===== src/rtl/spi_flash_pkg.sv =====
// Shared types and constants for the SPI NOR-flash responder.
// Holds the FSM state and data-source encodings plus the supported command opcodes.
package spi_flash_pkg;

  typedef enum logic [2:0] {
    StIdle   = 3'd0,
    StCmd    = 3'd1,
    StAddr   = 3'd2,
    StData   = 3'd3,
    StIgnore = 3'd4
  } state_e;

  typedef enum logic [1:0] {
    SrcRom = 2'd0,
    SrcId  = 2'd1,
    SrcSr  = 2'd2
  } src_e;

  localparam logic [7:0] CMD_READ = 8'h03;
  localparam logic [7:0] CMD_RDID = 8'h9F;
  localparam logic [7:0] CMD_RDSR = 8'h05;

  // The status register never reports a write in progress.
  localparam logic [7:0] STATUS_REG = 8'h00;

  function automatic logic [7:0] jedec_byte(input logic [23:0] id, input logic [1:0] idx);
    case (idx)
      2'd0:    return id[23:16];
      2'd1:    return id[15:8];
      default: return id[7:0];
    endcase
  endfunction

endpackage


===== src/rtl/spi_sync.sv =====
// Two-flop synchronizer with a history flop for single-cycle edge pulses.
// Edge pulses appear once the synchronized value differs from the previous cycle.
module spi_sync (
  input  logic i_clk,
  input  logic i_rst_n,
  input  logic i_async,
  output logic o_sync,
  output logic o_rise,
  output logic o_fall
);

  logic r_meta;
  logic r_sync;
  logic r_hist;

  always_ff @(posedge i_clk or negedge i_rst_n) begin
    if (!i_rst_n) begin
      r_meta <= 1'b0;
      r_sync <= 1'b0;
      r_hist <= 1'b0;
    end else begin
      r_meta <= i_async;
      r_sync <= r_meta;
      r_hist <= r_sync;
    end
  end

  assign o_sync = r_sync;
  assign o_rise = r_sync & ~r_hist;
  assign o_fall = ~r_sync & r_hist;

endmodule


===== src/rtl/spi_flash_responder.sv =====
// SPI NOR-flash target (mode 0, single-bit) serving READ, RDID and RDSR from a word ROM.
// All SPI pins are oversampled in the system clock domain.
module spi_flash_responder
  import spi_flash_pkg::*;
#(
  parameter int unsigned ADDR_W   = 16,
  parameter logic [23:0] JEDEC_ID = 24'hEF4016
) (
  input  logic              i_clk,
  input  logic              i_rst_n,
  input  logic              i_flash_cs,
  input  logic              i_flash_clk,
  input  logic              i_flash_io0,
  output logic              o_flash_io1,
  output logic              o_flash_io1_oe,
  output logic [ADDR_W-3:0] o_rom_addr,
  input  logic [31:0]       i_rom_data,
  output logic              o_busy
);

  logic w_cs, w_cs_rise, w_cs_fall;
  logic w_sck, w_sck_rise, w_sck_fall;
  logic w_mosi, w_mosi_rise, w_mosi_fall;
  logic w_unused;

  spi_sync u_sync_cs (
    .i_clk   (i_clk),
    .i_rst_n (i_rst_n),
    .i_async (i_flash_cs),
    .o_sync  (w_cs),
    .o_rise  (w_cs_rise),
    .o_fall  (w_cs_fall)
  );

  spi_sync u_sync_sck (
    .i_clk   (i_clk),
    .i_rst_n (i_rst_n),
    .i_async (i_flash_clk),
    .o_sync  (w_sck),
    .o_rise  (w_sck_rise),
    .o_fall  (w_sck_fall)
  );

  spi_sync u_sync_mosi (
    .i_clk   (i_clk),
    .i_rst_n (i_rst_n),
    .i_async (i_flash_io0),
    .o_sync  (w_mosi),
    .o_rise  (w_mosi_rise),
    .o_fall  (w_mosi_fall)
  );

  assign w_unused = ^{w_cs_fall, w_sck, w_mosi_rise, w_mosi_fall};

  state_e            r_state,   w_state_nxt;
  src_e              r_src,     w_src_nxt;
  logic [4:0]        r_bit_cnt, w_cnt_nxt;
  logic [22:0]       r_shift,   w_shift_nxt;
  logic [ADDR_W-1:0] r_addr,    w_addr_nxt;
  logic [1:0]        r_id_idx,  w_idx_nxt;
  logic              r_io1,     w_io1_nxt;
  logic              r_oe,      w_oe_nxt;
  logic              r_busy,    w_busy_nxt;
  logic              r_armed,   w_armed_nxt;
  logic [7:0]        w_tx_byte;

  always_comb begin
    unique case (r_src)
      SrcId:   w_tx_byte = jedec_byte(JEDEC_ID, r_id_idx);
      SrcSr:   w_tx_byte = STATUS_REG;
      default: w_tx_byte = i_rom_data[{r_addr[1:0], 3'b000} +: 8];
    endcase
  end

  always_comb begin
    w_state_nxt = r_state;
    w_src_nxt   = r_src;
    w_cnt_nxt   = r_bit_cnt;
    w_shift_nxt = r_shift;
    w_addr_nxt  = r_addr;
    w_idx_nxt   = r_id_idx;
    w_io1_nxt   = r_io1;
    w_oe_nxt    = r_oe;
    w_busy_nxt  = r_busy;
    // A CS already low when reset releases must be seen high before it can select us.
    w_armed_nxt = r_armed | w_cs_rise;

    if (r_state != StIdle && w_cs) begin
      // Deselect wins over any SCK edge in the same cycle; the partial byte is dropped.
      w_state_nxt = StIdle;
      w_cnt_nxt   = '0;
      w_shift_nxt = '0;
      w_io1_nxt   = 1'b0;
      w_oe_nxt    = 1'b0;
      w_busy_nxt  = 1'b0;
    end else begin
      unique case (r_state)
        StIdle: begin
          if (!w_cs && r_armed) begin
            w_state_nxt = StCmd;
            w_busy_nxt  = 1'b1;
            w_cnt_nxt   = '0;
            w_shift_nxt = '0;
          end
        end
        StCmd: begin
          if (w_sck_rise) begin
            w_shift_nxt = {r_shift[21:0], w_mosi};
            w_cnt_nxt   = r_bit_cnt + 5'd1;
            if (r_bit_cnt == 5'd7) begin
              w_cnt_nxt = '0;
              w_idx_nxt = '0;
              case ({r_shift[6:0], w_mosi})
                CMD_READ: w_state_nxt = StAddr;
                CMD_RDID: begin
                  w_state_nxt = StData;
                  w_src_nxt   = SrcId;
                end
                CMD_RDSR: begin
                  w_state_nxt = StData;
                  w_src_nxt   = SrcSr;
                end
                default:  w_state_nxt = StIgnore;
              endcase
            end
          end
        end
        StAddr: begin
          if (w_sck_rise) begin
            w_shift_nxt = {r_shift[21:0], w_mosi};
            w_cnt_nxt   = r_bit_cnt + 5'd1;
            if (r_bit_cnt == 5'd23) begin
              // Upper address bits beyond ADDR_W are discarded by the truncating cast.
              w_addr_nxt  = ADDR_W'({r_shift, w_mosi});
              w_cnt_nxt   = '0;
              w_state_nxt = StData;
              w_src_nxt   = SrcRom;
            end
          end
        end
        StData: begin
          if (w_sck_fall) begin
            w_io1_nxt = w_tx_byte[3'd7 - r_bit_cnt[2:0]];
            w_oe_nxt  = 1'b1;
            w_cnt_nxt = r_bit_cnt + 5'd1;
            if (r_bit_cnt == 5'd7) begin
              w_cnt_nxt = '0;
              if (r_src == SrcRom) begin
                w_addr_nxt = r_addr + ADDR_W'(1);
              end
              if (r_src == SrcId) begin
                w_idx_nxt = (r_id_idx == 2'd2) ? 2'd0 : r_id_idx + 2'd1;
              end
            end
          end
        end
        StIgnore: ;
        default:  w_state_nxt = StIdle;
      endcase
    end
  end

  always_ff @(posedge i_clk or negedge i_rst_n) begin
    if (!i_rst_n) begin
      r_state   <= StIdle;
      r_src     <= SrcRom;
      r_bit_cnt <= '0;
      r_shift   <= '0;
      r_addr    <= '0;
      r_id_idx  <= '0;
      r_io1     <= 1'b0;
      r_oe      <= 1'b0;
      r_busy    <= 1'b0;
      r_armed   <= 1'b0;
    end else begin
      r_state   <= w_state_nxt;
      r_src     <= w_src_nxt;
      r_bit_cnt <= w_cnt_nxt;
      r_shift   <= w_shift_nxt;
      r_addr    <= w_addr_nxt;
      r_id_idx  <= w_idx_nxt;
      r_io1     <= w_io1_nxt;
      r_oe      <= w_oe_nxt;
      r_busy    <= w_busy_nxt;
      r_armed   <= w_armed_nxt;
    end
  end

  assign o_flash_io1    = r_io1;
  assign o_flash_io1_oe = r_oe;
  assign o_rom_addr     = r_addr[ADDR_W-1:2];
  assign o_busy         = r_busy;

endmodule


===== config.mk =====
export PLATFORM = sky130hd
export DESIGN_NAME = spi_flash_responder
export DESIGN_NICKNAME = d
export VERILOG_FILES = /design/src/rtl/spi_flash_pkg.sv /design/src/rtl/spi_sync.sv /design/src/rtl/spi_flash_responder.sv
export SDC_FILE = /design/constraint.sdc
export NUM_CORES = 1
export LEC_CHECK = 0
export CAP_MARGIN = 10
export CORE_MARGIN = 3
export CORE_UTILIZATION = 45
export CTS_BUF_LIST = sky130_fd_sc_hd__clkbuf_4 sky130_fd_sc_hd__clkbuf_8
export DETAILED_ROUTE_END_ITERATION = 16
export PLACE_DENSITY = 0.7
export SKIP_CTS_REPAIR_TIMING = 1
export SKIP_LAST_GASP = 1
export SYNTH_ARGS = -nofsm -noshare
export SYNTH_HDL_FRONTEND = slang
export SYNTH_SLANG_ARGS = --single-unit

===== constraint.sdc =====
create_clock -name i_clk -period 1.8 [get_ports i_clk]
set_input_delay 0.36 -clock i_clk [delete_from_list [all_inputs] [get_ports i_clk]]
set_output_delay 0.36 -clock i_clk [all_outputs]
set_load 0.005 [all_outputs]

======== Word-level counts from Yosys, hierarchy flattened ========
Cells that the tools add are included.
word-level totals
  bits in registers ....................... 55
  latch bits .............................. 0
  bits in writable memories ............... 0
  bits in read-only memories .............. 0
  input port bits ......................... 37
  output and inout bits ................... 17
  word-level logic and storage cells ...... 141
  memories kept ........................... 0
operators by class
  $add $sub $neg .......................... 4
  multipliers ............................. 0
  div/mod/pow operators ................... 0
  $lt $le $gt $ge ......................... 1
  equal/unequal tests ..................... 30
  shifts and indexed selects .............. 1
  multiplexer cells ....................... 52
  bitwise gates (word level) .............. 8
  reduce and logical (&&, ||, !) cells .... 27
operators with widths
  kind                                            number
  two-way mux 16 bit                              5
  two-way mux 15 bit                              3
  two-way mux 5 bit                               7
  one-hot mux 16 bit (2 select lines)             1
  one-hot mux 8 bit (2 select lines)              2
  indexed part select 32 x 6 -> 8 bit             1
  one-hot mux 15 bit (2 select lines)             1
  AND reduction 7 bit                             3
  two-way mux 2 bit                               10
  one-hot mux 5 bit (4 select lines)              1
  two-way mux 3 bit                               6
  adder 16 x 1 -> 16 bit (second input constant)  1
  nonzero test 2 bit                              7
  != test 3 bit (second input constant)           4
  one-hot mux 2 bit (2 select lines)              3
  one-hot mux 3 bit (4 select lines)              1
  two-way mux 1 bit                               10
  != test 2 bit (second input constant)           5
  != test 3 x 2 -> 1 bit (second input constant)  3
  == test 8 x 2 -> 1 bit (second input constant)  1
  == test 8 x 3 -> 1 bit (second input constant)  1
  == test 8 bit (second input constant)           1
  != test 2 x 1 -> 1 bit (second input constant)  4
  == test 3 x 2 -> 1 bit (second input constant)  2
  other kinds (27)                                40

======== Longest topological paths before layout ========
Gate-level depths: netlist of run 1.
  depth after elaboration ................. 8
  depth in mapped cells ................... 9
  mapped depth without buffers ............ 7

======== By module ========
A second synthesis of run 1 with hierarchy kept.
second synthesis, totals
  cells, all modules ...................... 354
  area, all modules ....................... 3326.9 µm²
by module, submodules not included
  module               times used  cells each  area each (µm²)
  spi_flash_responder  1           339         3056.7
  spi_sync             3           5           90.1

======== Least setup slack after synthesis of run 1 ========
No wires, ideal clock.
  kind .................................... reg-to-reg
  start ................................... register r_src[1]
  end ..................................... register r_io1 (netlist: o_flash_io1)
  library setup time ...................... 0.110 ns
  arrival ................................. 1.694 ns
  required time ........................... 1.690 ns
  slack ................................... -0.005 ns
  cell stages (with the launch flop) ...... 8
  buffers on the path ..................... 0
  clock period less this slack ............ 1.805 ns
  cell sequence ........................... dfrtp_1 > inv_1 > ha_1 > or3b_1 > a21oi_1 > o21ai_0 > and3_1 > o41ai_1
on the way
  longest elaborated chain between the ends .. 7
  elaborated cells between the ends (all ways) .. 8
RTL lines
  element                                                         RTL line                    RTL
  start, declared                                                 spi_flash_responder.sv:56   src_e r_src, w_src_nxt;
  start signal, assigned                                          spi_flash_responder.sv:166  r_src <= SrcRom;
  start signal, assigned                                          spi_flash_responder.sv:177  r_src <= w_src_nxt;
  == test 2 bit / == test 2 x 1 -> 1 bit (equally long branches)  spi_flash_responder.sv:68   unique case (r_src)
  one-hot mux 8 bit (2 select lines) *                            spi_flash_responder.sv:68
  binary-select mux 1 bit (select 3 bit) *                        spi_flash_responder.sv:143  w_io1_nxt = w_tx_byte[3'd7 - r_bit_cnt[2:0]];
  two-way mux 1 bit (not written as such) *                       spi_flash_responder.sv:143
  two-way mux 1 bit *                                             spi_flash_responder.sv:142  if (w_sck_fall) begin
  two-way mux 1 bit *                                             spi_flash_responder.sv:97   unique case (r_state)
  two-way mux 1 bit *                                             spi_flash_responder.sv:88   if (r_state != StIdle && w_cs) begin
  end signal, assigned                                            spi_flash_responder.sv:182  r_io1 <= w_io1_nxt;
  end, declared                                                   spi_flash_responder.sv:61   logic r_io1, w_io1_nxt;
Mark *: on every way between the ends. The rest lies on a longest branch, timed or not. The select of a mux whose other input is x is not followed.
A chain may end at the register's enable or synchronous reset.

======== Final worst setup path of run 1 ========
  start ................................... register r_addr[0]
  end ..................................... register r_io1 (netlist: o_flash_io1)
on the way
  longest elaborated chain between the ends .. 7
RTL lines
  element                                  RTL line                    RTL
  start, declared                          spi_flash_responder.sv:59   logic [ADDR_W-1:0] r_addr, w_addr_nxt;
  start signal, assigned                   spi_flash_responder.sv:180  r_addr <= w_addr_nxt;
  indexed part select 32 x 6 -> 8 bit      spi_flash_responder.sv:71   default: w_tx_byte = i_rom_data[{r_addr[1:0], 3'b000} +: 8];
  one-hot mux 8 bit (2 select lines)       spi_flash_responder.sv:68
  binary-select mux 1 bit (select 3 bit)   spi_flash_responder.sv:143
  two-way mux 1 bit (not written as such)  spi_flash_responder.sv:143
  two-way mux 1 bit                        spi_flash_responder.sv:142
  two-way mux 1 bit                        spi_flash_responder.sv:97
  two-way mux 1 bit                        spi_flash_responder.sv:88
No other way between the ends. The select of a mux whose other input is x is not followed.

==> results of run 1 <==
cells in the mapped netlist, drive strengths merged (7+ instances only):
cell	n	area (um^2)
inv	26	97.6
o22ai	7	43.8
nor2b	8	50.1
nand3	17	85.1
o21ai	32	160
a21oi	27	135
nor2	14	55.1
nand2	42	158
mux2i	19	190
dfrtp	55	1380
buf	25	168
clkbuf	10	37.5
metrics by stage:
step / cells / total power, uW / setup TNS [ps]
floorplan: 378 / 2060 / 0
global placement: 565 / 2550 / -3270
detailed placement: 565 / 2570 / -4330
CTS: 573 / 3270 / -5280
global route: 581 / 3680 / -486
finish: 581 / 3460 / -36.7
worst register-to-register path: cells and delay by family (launching register included):
| family | cells | cell delay, ps |
|---|---|---|
| and+or+nand+nor | 1 | 130 |
| AOI/OAI and AO/OA | 3 | 640 |
| muxes | 1 | 510 |
| DFF | 1 | 440 |
state kept, by name, indices dropped and copies added, names as in the netlist, 2 cells and up:
name       flops
r_bit_cnt      5
r_id_idx       2
r_state        3
r_shift       15
r_addr        16
r_src          2
worst min path at each step:
| stage | start | to | slack (ps) | cells after the start |
|---|---|---|---|---|
| 6_report | i_rst_n | r_addr[9]$_DFFE_PN0P_ | 30 | 2 |
| 3_3_place_gp | u_sync_sck.r_meta$_DFF_PN0_ | u_sync_sck.o_sync$_DFF_PN0_ | 330 | 0 |
| 5_1_grt | i_rst_n | r_addr[5]$_DFFE_PN0P_ | 40 | 2 |
| 3_5_place_dp | u_sync_sck.r_meta$_DFF_PN0_ | u_sync_sck.o_sync$_DFF_PN0_ | 340 | 0 |
| 4_1_cts | i_rst_n | r_addr[9]$_DFFE_PN0P_ | 40 | 2 |
| 2_1_floorplan | i_rst_n | o_busy$_DFFE_PN0P_ | 60 | 0 |
metal layers:
layer	wire length (um)	global-route usage, %	vias to the layer above
met1	4130	28.4	1529
met4	116	5.74	0
li1	-	-	1553
met5	0	0	-
met2	4200	32.1	94
met3	561	4.83	14
kinds of logic after synthesis:
logic type | Yosys count | synth area share [%]
flip-flops | 55 | 40.2
AO/OA/AOI/OAI | 103 | 19.3
AND/OR/NAND/NOR | 126 | 19.6
adder cells (fa/ha/maj) | 4 | 1.46
XOR/XNOR | 3 | 0.767
buffers and inverters | 61 | 8.84
multiplexers | 26 | 9.82
final cells by class:
type                            count  area, um^2
Clock buffer                        7        83.8
Timing Repair Buffer              131        1180
Sequential cell                    55        1380
Clock inverter                      1        5.00
Multi-Input combinational cell    262        1970
Tap cell                           99         124
Inverter                           26        97.6
Fill cell                         585        2490
power by group through the flow:
stage                     Clock, uW  Combinational [uW]  Sequential [uW]
final                           694                1400             1360
after global routing            771                1530             1370
after CTS                       719                1170             1380
after detailed placement          0                1170             1400
after global placement            0                1150             1400
after floorplan                   0                 691             1370
==> results_dict.tcl, run 1 <==
set metrics [dict create \
    run_status "finished with violations" \
    violations "negative setup slack" \
    final_area_mm2 0.00484 \
    viasPerCell 5.49 \
    gp_congestion 0.865 \
    maxCapViolCount 0 \
    yosysWarnings 0 \
    final_common_cell "buf_4" \
    place_area_mm2 0.00442 \
    avgSynthCellArea_um2 9.06 \
    synth_ff_type "dfrtp_1" \
    worst-path-buf-inv 0 \
    startpoint "r_addr[0]$_DFFE_PN0P_" \
    htree_levels 2 \
    cp.arrival_ps 2030 \
    clock_latency_ps 310 \
    io_buffers 53 \
    fin_crit_sh_pct 102 \
    layout_common_cells "buf_4, clkdlybuf4s50_1, dfrtp_1" \
    async_reset_ff_share_pct 100 \
    grt_pass1_vias 3010 \
    insertedDiodeCount 0 \
    ir_drop_mv 0.493 \
    critPathCapture "o_flash_io1$_DFFE_PN0P_" \
    root_buffer "clkbuf_8" \
    drt_iter0_drc 205 \
    worst_pin_slew_ps 461 \
    crit_cells 5 \
    hold_ws_ps 29.1 \
    dp_slack_ps -353 \
    clockBufferDepth 2 \
    placementRows 31 \
    power.density_mw_per_mm2 714 \
    p_clk_share_pct 20.1 \
    die_x_um 93.3 \
    rsz0062_at_grt "true" \
    combPwrFrac_pct 40.5 \
    synth_edf_count 0 \
    hp-class "in -> async" \
    final_core_util_pct 66.0 \
    drive_gt1_share_pct 29.3 \
    reg2reg_depth 5 \
    slowest_delay_ps 510 \
    slew_violations 0 \
    intPower_uw 2370 \
    hold_viol 0 \
    ant_nets 0 \
    cellLeakagePower_uw 0.00204 \
    period_minus_slack_ps 1840 \
    required_ps 1990 \
    grt_pass1_wl_mm 14.5 \
    max_freq_mhz 544 \
    cts.sinks 55 \
    syn_nets 419 \
    sequentialPowerShare_pct 39.4 \
    worstSetupPathType "reg -> reg" \
    coreArea_mm2 0.00733 \
    io_pins 54 \
    drt_wl_total_mm 9.00 \
    slowest_stage "mux4_2" \
    vias 3190 \
    r2r_slack_ps -40 \
    synthCells 378 \
    cts_tree "built" \
    grt_antenna_before_repair 0 \
    syn_area_mm2 0.00343 \
    clk_pin_slew_ps 100 \
    setup_viol 1 \
    setup.worst_path.start_class "flip-flop" \
    grt-ovfl-total 0 \
    route.detailed.drc 0 \
    fp.dieArea_mm2 0.00870 \
    netSwitchingPower_uw 1080 \
    die-height_um 93.3 \
    path_max_fanout 5 \
    grt_max_degree 56 \
    grt_usage_pct 20.5 \
    setup_ws_ps -36.7 \
    areaGrowthSynthToFinish_pct 41.2 \
    path_delay_family "compound AO/OA/AOI/OAI gates" \
    worstPathCellList "mux4_2 -> nor2b_4 -> a211o_1 -> a221oi_2 -> o41ai_2" \
    start_util_pct 46.7 \
    r2r-end "o_flash_io1$_DFFE_PN0P_" \
    yosysSeqAreaShare_pct 40.2 \
    p_sw_share_pct 31.4 \
    synth.distinct_cells 65 \
    ys_ff_latch 55 \
    numCtsBuffers 5 \
    slew_headroom_pct 69.2 \
    worstSetupEndpointType "flip-flop" \
    r2r_start "r_addr[0]$_DFFE_PN0P_" \
    wl_per_cell_um 15.5 \
    first_pass_iters 5 \
    nNetsFinal 522 \
    hpwl_mm 6.58 \
    fin_skew_ps 9.04 \
]
Note: power is estimated with default switching activity, not from simulation.
==> run 2, diff against run 1 <==
--- a/config.mk
+++ b/config.mk
@@ -10,7 +10,7 @@
 export CORE_UTILIZATION = 45
 export CTS_BUF_LIST = sky130_fd_sc_hd__clkbuf_4 sky130_fd_sc_hd__clkbuf_8
 export DETAILED_ROUTE_END_ITERATION = 16
-export PLACE_DENSITY = 0.7
+export PLACE_DENSITY = 0.68
 export SKIP_CTS_REPAIR_TIMING = 1
 export SKIP_LAST_GASP = 1
 export SYNTH_ARGS = -nofsm -noshare
==> constraint.sdc (replaced) <==
create_clock -name i_clk -period 2.1 [get_ports i_clk]
set_input_delay 0.42 -clock i_clk [delete_from_list [all_inputs] [get_ports i_clk]]
set_output_delay 0.42 -clock i_clk [all_outputs]
set_load 0.005 [all_outputs]
==> results_dict.tcl, run 2 (same netlist as run 1, synthesis figures left out) <==
set metrics [dict create \
    run_status "completed" \
    highest_layer "met4" \
    fin_skew_ps 14.3 \
    ir_drop_mv 0.405 \
    grt_pass1_wl_mm 13.9 \
    root_buffer "clkbuf_8" \
    nNetsFinal 474 \
    fp.dieArea_mm2 0.00870 \
    layout_common_cells "dfrtp_1, clkdlybuf4s50_1, nand2_1" \
    top_register "r_addr" \
    r2r_slack_ps 100 \
    hold_viol 0 \
    io_buffers 53 \
    power.density_mw_per_mm2 675 \
    worstSetupEndpointType "flip-flop" \
    maxCapViolCount 0 \
    met2_length_mm 3.69 \
    largestRegisters "r_addr: 16 flops, r_shift: 15 flops, r_bit_cnt: 5 flops" \
    fillers 639 \
    setup.worst_path.start_class "flip-flop" \
    insertedDiodeCount 0 \
    startpoint "r_addr[0]$_DFFE_PN0P_" \
    path_delay_family "multiplexers" \
    cts_tree "built" \
    grt_usage_pct 19.6 \
    hold_ws_ps 65.5 \
    grt_pass1_vias 2793 \
    die-height_um 93.3 \
    viasPerCell 5.64 \
    clockBufferDepth 2 \
    r2r_start "r_addr[0]$_DFFE_PN0P_" \
    grt_max_degree 56 \
    cp.arrival_ps 2190 \
    slowest_delay_ps 520 \
    placementRows 31 \
    hp-class "in -> async" \
    areaGrowthSynthToFinish_pct 24.0 \
    required_ps 2300 \
    max_freq_mhz 501 \
    wl_met3_um 639 \
    cellLeakagePower_uw 0.00175 \
    first_pass_iters 4 \
    gp_congestion 0.860 \
    clock_latency_ps 320 \
    coreArea_mm2 0.00733 \
    io_pins 54 \
    worstSetupPathType "reg -> reg" \
    clk_pin_slew_ps 110 \
    numCtsBuffers 5 \
    grt_antenna_before_repair 0 \
    setup_viol 0 \
    route.detailed.drc 0 \
    die_x_um 93.3 \
    cts.sinks 55 \
    drt_wl_total_mm 8.34 \
    period_minus_slack_ps 2000 \
    worstPathCellList "buf_4 -> mux4_2 -> nor2b_1 -> a311oi_1 -> o41ai_2" \
    slowest_stage "mux4_2" \
    fin_crit_sh_pct 95.1 \
    wl_per_cell_um 15.7 \
    start_util_pct 46.7 \
    grt-ovfl-total 0 \
    slew_violations 0 \
    final_common_cell "dfrtp_1" \
    drive_gt1_share_pct 13.4 \
    htree_levels 2 \
    slew_headroom_pct 55.6 \
    drt_iter0_drc 175 \
    vias 3008 \
    worst-path-buf-inv 1 \
    largest_register_ffs 16 \
    path_max_fanout 10 \
    worst_pin_slew_ps 664 \
    m1WireLength_mm 3.92 \
    hpwl_mm 5.98 \
    dp_slack_ps -82.8 \
    ant_nets 0 \
    setup_ws_ps 104 \
]
run 2: through the flow:
step,power [uW],instance area [um^2],utilization [%],setup TNS [ps],std cells
floorplan,1770,3430,-,0,378
global placement,2080,4110,56.0,-50.3,525
detailed placement,2100,4110,56.0,-82.8,525
CTS,2880,4230,57.7,-33.8,533
global route,3020,4250,57.9,-13.3,533
finish,2870,4250,57.9,0,533
run 2: layout make-up:
type,count,area (um^2),area share (%)
sequential,55,1380,32.5
clock buffer,6,82.6,1.94
multi-input combinational,262,1760,41.5
tap,99,124,2.92
inverter,26,97.6,2.30
timing repair buffer,83,763,18.0
clock inverter,2,38.8,0.913
run 2: path summary, 6_finish.rpt:
kind | cells after the start | endpoint
worst max-delay path | 5 | o_flash_io1$_DFFE_PN0P_
min in group i_clk | 0 | u_sync_mosi.o_sync$_DFF_PN0_
worst max register to register | 5 | o_flash_io1$_DFFE_PN0P_
worst min register to register | 0 | u_sync_mosi.o_sync$_DFF_PN0_
max in group asynchronous | 2 | r_state[0]$_DFFE_PN0P_
worst min-delay path | 2 | r_addr[8]$_DFFE_PN0P_
run 2: layer usage:
metal,global-route usage [%],up-vias
li1,-,1459
met1,28.5,1446
met2,29.1,95
met3,5.23,8
met4,5.01,0
met5,0,-
run 2: worst reg2reg max path, delay by kind of cell, from the launching register on:
family                 cells  cell delay (ps)
muxes                      1              520
AOI/OAI and AO/OA          2              500
DFF                        1              470
buffers and inverters      1              230
and+or+nand+nor            1              150
run 2: power breakdown:
part / total (uW) / switching [uW] / internal, uW
Clock: 766 / 373 / 393
Combinational: 895 / 436 / 459
Sequential: 1210 / 92.8 / 1110
Total: 2870 / 902 / 1970
==> RTL edit 1, RTL diff (flow settings as in run 2) <==
Change the parameter `ADDR_W` from 16 to 15.
--- a/src/rtl/spi_flash_responder.sv
+++ b/src/rtl/spi_flash_responder.sv
@@ -3,7 +3,7 @@
 module spi_flash_responder
   import spi_flash_pkg::*;
 #(
-  parameter int unsigned ADDR_W   = 16,
+  parameter int unsigned ADDR_W   = 15,
   parameter logic [23:0] JEDEC_ID = 24'hEF4016
 ) (
   input  logic              i_clk,
Ports: changed (resized o_rom_addr); port bits go from 54 to 53. No check against the original RTL was run, so the function may have changed too.
==> RTL edit 1 against run 2 <==
Combinational power hardly changed; critical path depth is 1 higher; sequential cell count is 2 lower; wire length is 1.8% lower; global-route usage grew 0.52 points; non-clock buffer count stayed put; synthesized area down 4.1%; final area shrank 4.5%; count of clock-buffer cells in the layout increased by 1; setup slack got worse by 41 ps; total power down 7.8%; critical endpoint is now r_bit_cnt[3]; largest power group unchanged.
==> RTL edit 1: results (changes against run 2) <==
* Run status: complete, no violations
- Mean area per synthesized cell: 8.925 sq um (-1.5%)
* Top cell types by occurrence after synthesis: sky130_fd_sc_hd__dfrtp_1 (53), sky130_fd_sc_hd__nand2_1 (39), sky130_fd_sc_hd__o21ai_0 (28), sky130_fd_sc_hd__nor2_1 (24), sky130_fd_sc_hd__a21oi_1 (20)
* Shortest period the worst path allows: 2037 ps (+41.01 ps)
* Proportion of cell area occupied by registers: 32.73% (+0.27 points)
- Multi-input logic cell count: 268 (+2.3%)
* Pin count of the biggest net entering global routing: 54 (-3.6%)
- The worst setup slack after placement is -65.84 ps (+16.97 ps).
- Worst reg2reg setup slack: 60 ps (-40 ps)
- The data arrival time at the worst-slack endpoint was 2270 ps (+80 ps).
- The all-layer global routing usage came to 20.16% (+0.52 points).
- Count of input and output buffers: 52 (-1.9%)
* Placed instance area: 3963 sq um (-3.5%)
- Clock buffers and inverters, area share: 2.221% (-0.64 points)
- Buffer share of cell area: 18.75% (+0.79 points)
* Cell family with most CP delay: simple AND/OR/NAND/NOR gates
- Non-CTS inverters: 11 (-58%)
- The worst clock skew is 7.984 ps (-6.343 ps).
- The routed length on met3 was 494 um (-23%).
- Final weighted congestion in routability-driven placement: 0.8581 (-0.19%)
* Slowest stage delay, CP: 470 ps (-50 ps)
- Initial DRC count: 172 (-1.7%)
* CP max stage cell: sky130_fd_sc_hd__or4_1
- DRT Wirelength: 8191 um (-1.8%)
* GR Util met1: 29.27% (+0.74 points)
- Number of placed cells counting well taps: 511 (-2.7%)
- Clock buffer count: 7 (+1)
- Fillcell total: 637 (-0.31%)
* Slew HR: 55.33% (-0.28 points)
* Via count of the first global-routing pass: 2806 (+0.47%)
- The synthesized cell area was 3284 sq um (-4.1%).
* Syn Nets: 409 (-2.4%)
- Length of routed met2 wiring: 3529 um (-4.5%)
- Post-layout instance count excluding filler cells: 518 (-2.8%)
* Worst reg2reg path depth: 6 (+1)
* Biggest area contributors in the synthesized netlist: sky130_fd_sc_hd__dfrtp_1 (40%), sky130_fd_sc_hd__nand2_1 (4.5%), sky130_fd_sc_hd__o21ai_0 (4.3%)
- Num sequential: 53 (-3.6%)
- Fraction of layout instances using a drive strength above 1: 13.03% (-0.33 points)
* Met1 routed wirelength after detailed routing: 4004 um (+2.1%)
- Global Route met2 Usage: 30.01% (+0.94 points)
- Biggest regs: r_addr (15), r_shift (14), r_bit_cnt (5)
- GR Util met3: 4.060% (-1.2 points)
- WHS: 209.9 ps (+144.4 ps)
- The clock slew seen by the registers of the worst setup and hold paths is 90 ps (-20 ps).
* Largest vdd supply drop: 0.3187 mV (-21%)
## RTL edit 1: changes by cell type after synthesis, moves of 4 or more
cell	change
sky130_fd_sc_hd__inv_1	-14
sky130_fd_sc_hd__buf_4	-4
sky130_fd_sc_hd__o21ai_0	-4
sky130_fd_sc_hd__nor2_1	+11
sky130_fd_sc_hd__o31ai_1	+15
sky130_fd_sc_hd__and3_1	+4
sky130_fd_sc_hd__mux2i_1	-7
sky130_fd_sc_hd__a2bb2oi_1	+4
sky130_fd_sc_hd__a31oi_1	+6
sky130_fd_sc_hd__o22ai_1	+5
sky130_fd_sc_hd__nor4_1	-4
sky130_fd_sc_hd__nand3_1	-5
sky130_fd_sc_hd__a21oi_1	-7
## RTL edit 1: final timing paths
path                               endpoint             start
setup / recovery               r_bit_cnt[3]      r_bit_cnt[0]
hold / removal                 r_bit_cnt[4]           i_rst_n
setup reg to reg               r_bit_cnt[3]      r_bit_cnt[0]
hold reg to reg            u_sync_cs.o_sync  u_sync_cs.r_meta
max in group asynchronous        r_state[0]           i_rst_n
min in group i_clk         u_sync_cs.o_sync  u_sync_cs.r_meta
## RTL edit 1: kinds of logic (layout without fill, tap and decap cells)
kind of cell	after synthesis	in the layout	share of synthesized area [%]
AO/OA/AOI/OAI	118	118	23.77
XOR/XNOR	1	1	0.2667
adder cells (fa/ha/maj)	4	4	1.524
buffers and inverters	47	101	7.428
flip-flops	53	53	40.38
multiplexers	19	19	7.086
AND/OR/NAND/NOR	126	126	19.54
## RTL edit 1: report_power, final
| group | switching [mW] | internal [mW] | total [mW] |
|---|---|---|---|
| Clock | 0.324 | 0.275 | 0.599 |
| Combinational | 0.475 | 0.421 | 0.896 |
| Sequential | 0.0696 | 1.08 | 1.15 |
==> RTL edit 2, RTL diff (settings of run 2) <==
Made on the original files. Encoding of `src_e`: now one-hot (3 bits for 3 values).
--- a/src/rtl/spi_flash_pkg.sv
+++ b/src/rtl/spi_flash_pkg.sv
@@ -10,10 +10,10 @@
     StIgnore = 3'd4
   } state_e;
 
-  typedef enum logic [1:0] {
-    SrcRom = 2'd0,
-    SrcId  = 2'd1,
-    SrcSr  = 2'd2
+  typedef enum logic [2:0] {
+    SrcRom = 3'b001,
+    SrcId  = 3'b010,
+    SrcSr  = 3'b100
   } src_e;
 
   localparam logic [7:0] CMD_READ = 8'h03;
Check against the original RTL: same outputs for any inputs over 10 cycles, from zero or initial values and one cycle with i_rst_n low; not proved beyond that.
==> RTL edit 2 against run 2 <==
Hold slack improved by 13 ps; sequential cell count increased by 1; wire length decreased by 2.8%; count of clock-buffer cells in the layout increased by 1; utilization increased by 2.2 points; sequential share of layout area decreased by 0.58 points; final area increased by 3.9%; combinational power increased by 27%; clock power decreased by 18%; synthesized area decreased by 0.18%; setup slack got worse by 50 ps; total power increased by 4.0%; critical path type unchanged; highest routed layer unchanged.
==> RTL edit 2: results (changes against run 2) <==
* Post-layout instance count excluding filler cells: 545 (+2.3%)
- The number of unique standard cell types used by synthesis came to 64 (-1.5%).
- Among all stages on the critical path, the largest delay is contributed by sky130_fd_sc_hd__dfrtp_1.
- The final net count came to 484 (+2.1%).
* Post-DR wirelength/cell: 14.88 um (-4.9%)
- The flow ran to the end, and the final reports show no timing, DRC or antenna violations.
* Worst reg2reg path depth: 9 (+4)
- Proportion of total power due to net switching: 34.31% (+2.9 points)
- Count of mapped cells out of synthesis: 380 (+0.53%)
- Hold Crit Class: primary input to asynchronous set/reset pin
- Global-route wire length before repair: 13520 um (-2.4%)
* Seq/Total Area, Yosys: 41.02% (+0.84 points)
* Critical Path AT: 2250 ps (+60 ps)
- The worst clock skew came to 7.984 ps (-6.343 ps).
- The number of global-route vias before repair is 2754 (-1.4%).
- Max Root-Sink Buffers: 2 (unchanged)
* Final weighted congestion in routability-driven placement: 0.8541 (-0.65%)
- Among cell families on the critical path, the largest total delay comes from compound AO/OA/AOI/OAI gates.
- All-Layer GR Usage: 19.09% (-0.55 points)
- Total number of H-tree levels: 2 (unchanged)
* Slowest stage delay, CP: 390 ps (-130 ps)
- The count of TritonRoute iterations in the first routing pass was 5 (+1).
* Largest vdd supply drop: 0.3920 mV (-3.2%)
* Syn Nets: 419 (unchanged)
- Antenna diode count: 0 (unchanged)
- Fillcell total: 600 (-6.1%)
- Routed via count: 3066 (+1.9%)
* Most flop-heavy register: r_addr
- Leak pwr: 1.774 nW (+1.2%)
* Met1 routed wirelength after detailed routing: 3896 um (-0.66%)
- The number of cells after detailed placement came to 528 (+0.57%).
- Biggest area contributors in the synthesized netlist: sky130_fd_sc_hd__dfrtp_1 (40%), sky130_fd_sc_hd__o21ai_0 (6.1%), sky130_fd_sc_hd__mux4_2 (5.3%)
- Top cell types by occurrence after synthesis: sky130_fd_sc_hd__dfrtp_1 (55), sky130_fd_sc_hd__o21ai_0 (42), sky130_fd_sc_hd__a21oi_1 (32), sky130_fd_sc_hd__nand2_1 (30), sky130_fd_sc_hd__nand3_1 (29)
- The total placed instance area is 4148 sq um (+0.97%).
- The post-route DRC violation count came to 0 (unchanged).
- The routed wire length on met2 came to 3579 um (-3.1%).
- Clock insertion delay at the later pin of the skew report: 310 ps
- The transition at the pin with the smallest max-transition slack is 387.6 ps (-276.5 ps).
- After detailed routing, no signal wire sits above met4.
- Largest driver fanout on the critical path: 7 (-3)
- The pin count of the biggest net entering global routing was 57 (+1.8%).
- Met3 Routed Length: 576 um (-9.9%)
- The share of cells above drive strength 1 came to 20.40% (+7.0 points).
- Initial DRC count: 197 (+13%)
* DP Wirelength: 5981 um (about the same)
## RTL edit 2: power groups by stage
stage               logic, mW  registers, mW  clock network, mW
floorplan               0.700           1.19                  0
global placement         1.03           1.23                  0
detailed placement       1.06           1.23                  0
CTS                      1.06           1.20              0.650
global route             1.26           1.22              0.688
finish                   1.14           1.21              0.631
## RTL edit 2: worst register-to-register path, stage by stage (launching register included)
cell and delay [ps]:
sky130_fd_sc_hd__dfrtp_1 390, sky130_fd_sc_hd__ha_2 200, sky130_fd_sc_hd__and4bb_2 260, sky130_fd_sc_hd__a21boi_2 160, sky130_fd_sc_hd__o21ai_2 90, sky130_fd_sc_hd__a311oi_4 350
sky130_fd_sc_hd__buf_12 170, sky130_fd_sc_hd__buf_12 100, sky130_fd_sc_hd__mux2i_1 160, sky130_fd_sc_hd__nand2_1 70
## RTL edit 2: worst paths after layout
kind | end | slack [ps] | from
max | r_addr[0] | 50 | r_bit_cnt[0]
min | r_addr[9] | 80 | i_rst_n
max reg2reg | r_addr[0] | 50 | r_bit_cnt[0]
min reg2reg | u_sync_sck.o_sync | 360 | u_sync_sck.r_meta
max in group asynchronous | r_src[0] | 1700 | i_rst_n
min in group i_clk | u_sync_sck.o_sync | 360 | u_sync_sck.r_meta
## RTL edit 2: metal layers
metal  vias to the layer above  global-route usage, %
met3                         6                  3.620
met4                         0                  3.663
met1                      1462                  29.40
met2                       104                  28.07
met5                         -                      0
li1                       1494                      -
## RTL edit 2: metrics by stage
stage          power, mW  worst slack, ps  utilization, %  TNS (ps)
4_1_cts            2.913           -26.63           57.91    -55.41
2_1_floorplan      1.890            76.76               -         0
6_report           2.983            53.60           60.18         0
3_3_place_gp       2.257           -179.1           56.58    -179.1
5_1_grt            3.177           -70.35           60.18    -489.3
3_5_place_dp       2.281           -266.0           56.58    -266.0
## RTL edit 2: area by class of cell
type | instances | area [sq um] | area share, %
Inverter | 25 | 93.84 | 2.127
Timing Repair Buffer | 94 | 903.4 | 20.48
Sequential cell | 56 | 1406 | 31.88
Clock inverter | 1 | 7.507 | 0.1702
Clock buffer | 7 | 90.09 | 2.042
Tap cell | 99 | 123.9 | 2.808
Multi-Input combinational cell | 263 | 1787 | 40.50
## RTL edit 2: cell families after synthesis
kind of cell             Yosys count  share of synthesized area, %
AO/OA/AOI/OAI                    116                         21.26
AND/OR/NAND/NOR                  129                         19.98
XOR/XNOR                           1                        0.2562
buffers and inverters             61                         9.257
flip-flops                        56                         41.02
adder cells (fa/ha/maj)            2                        0.7317
multiplexers                      15                         7.501
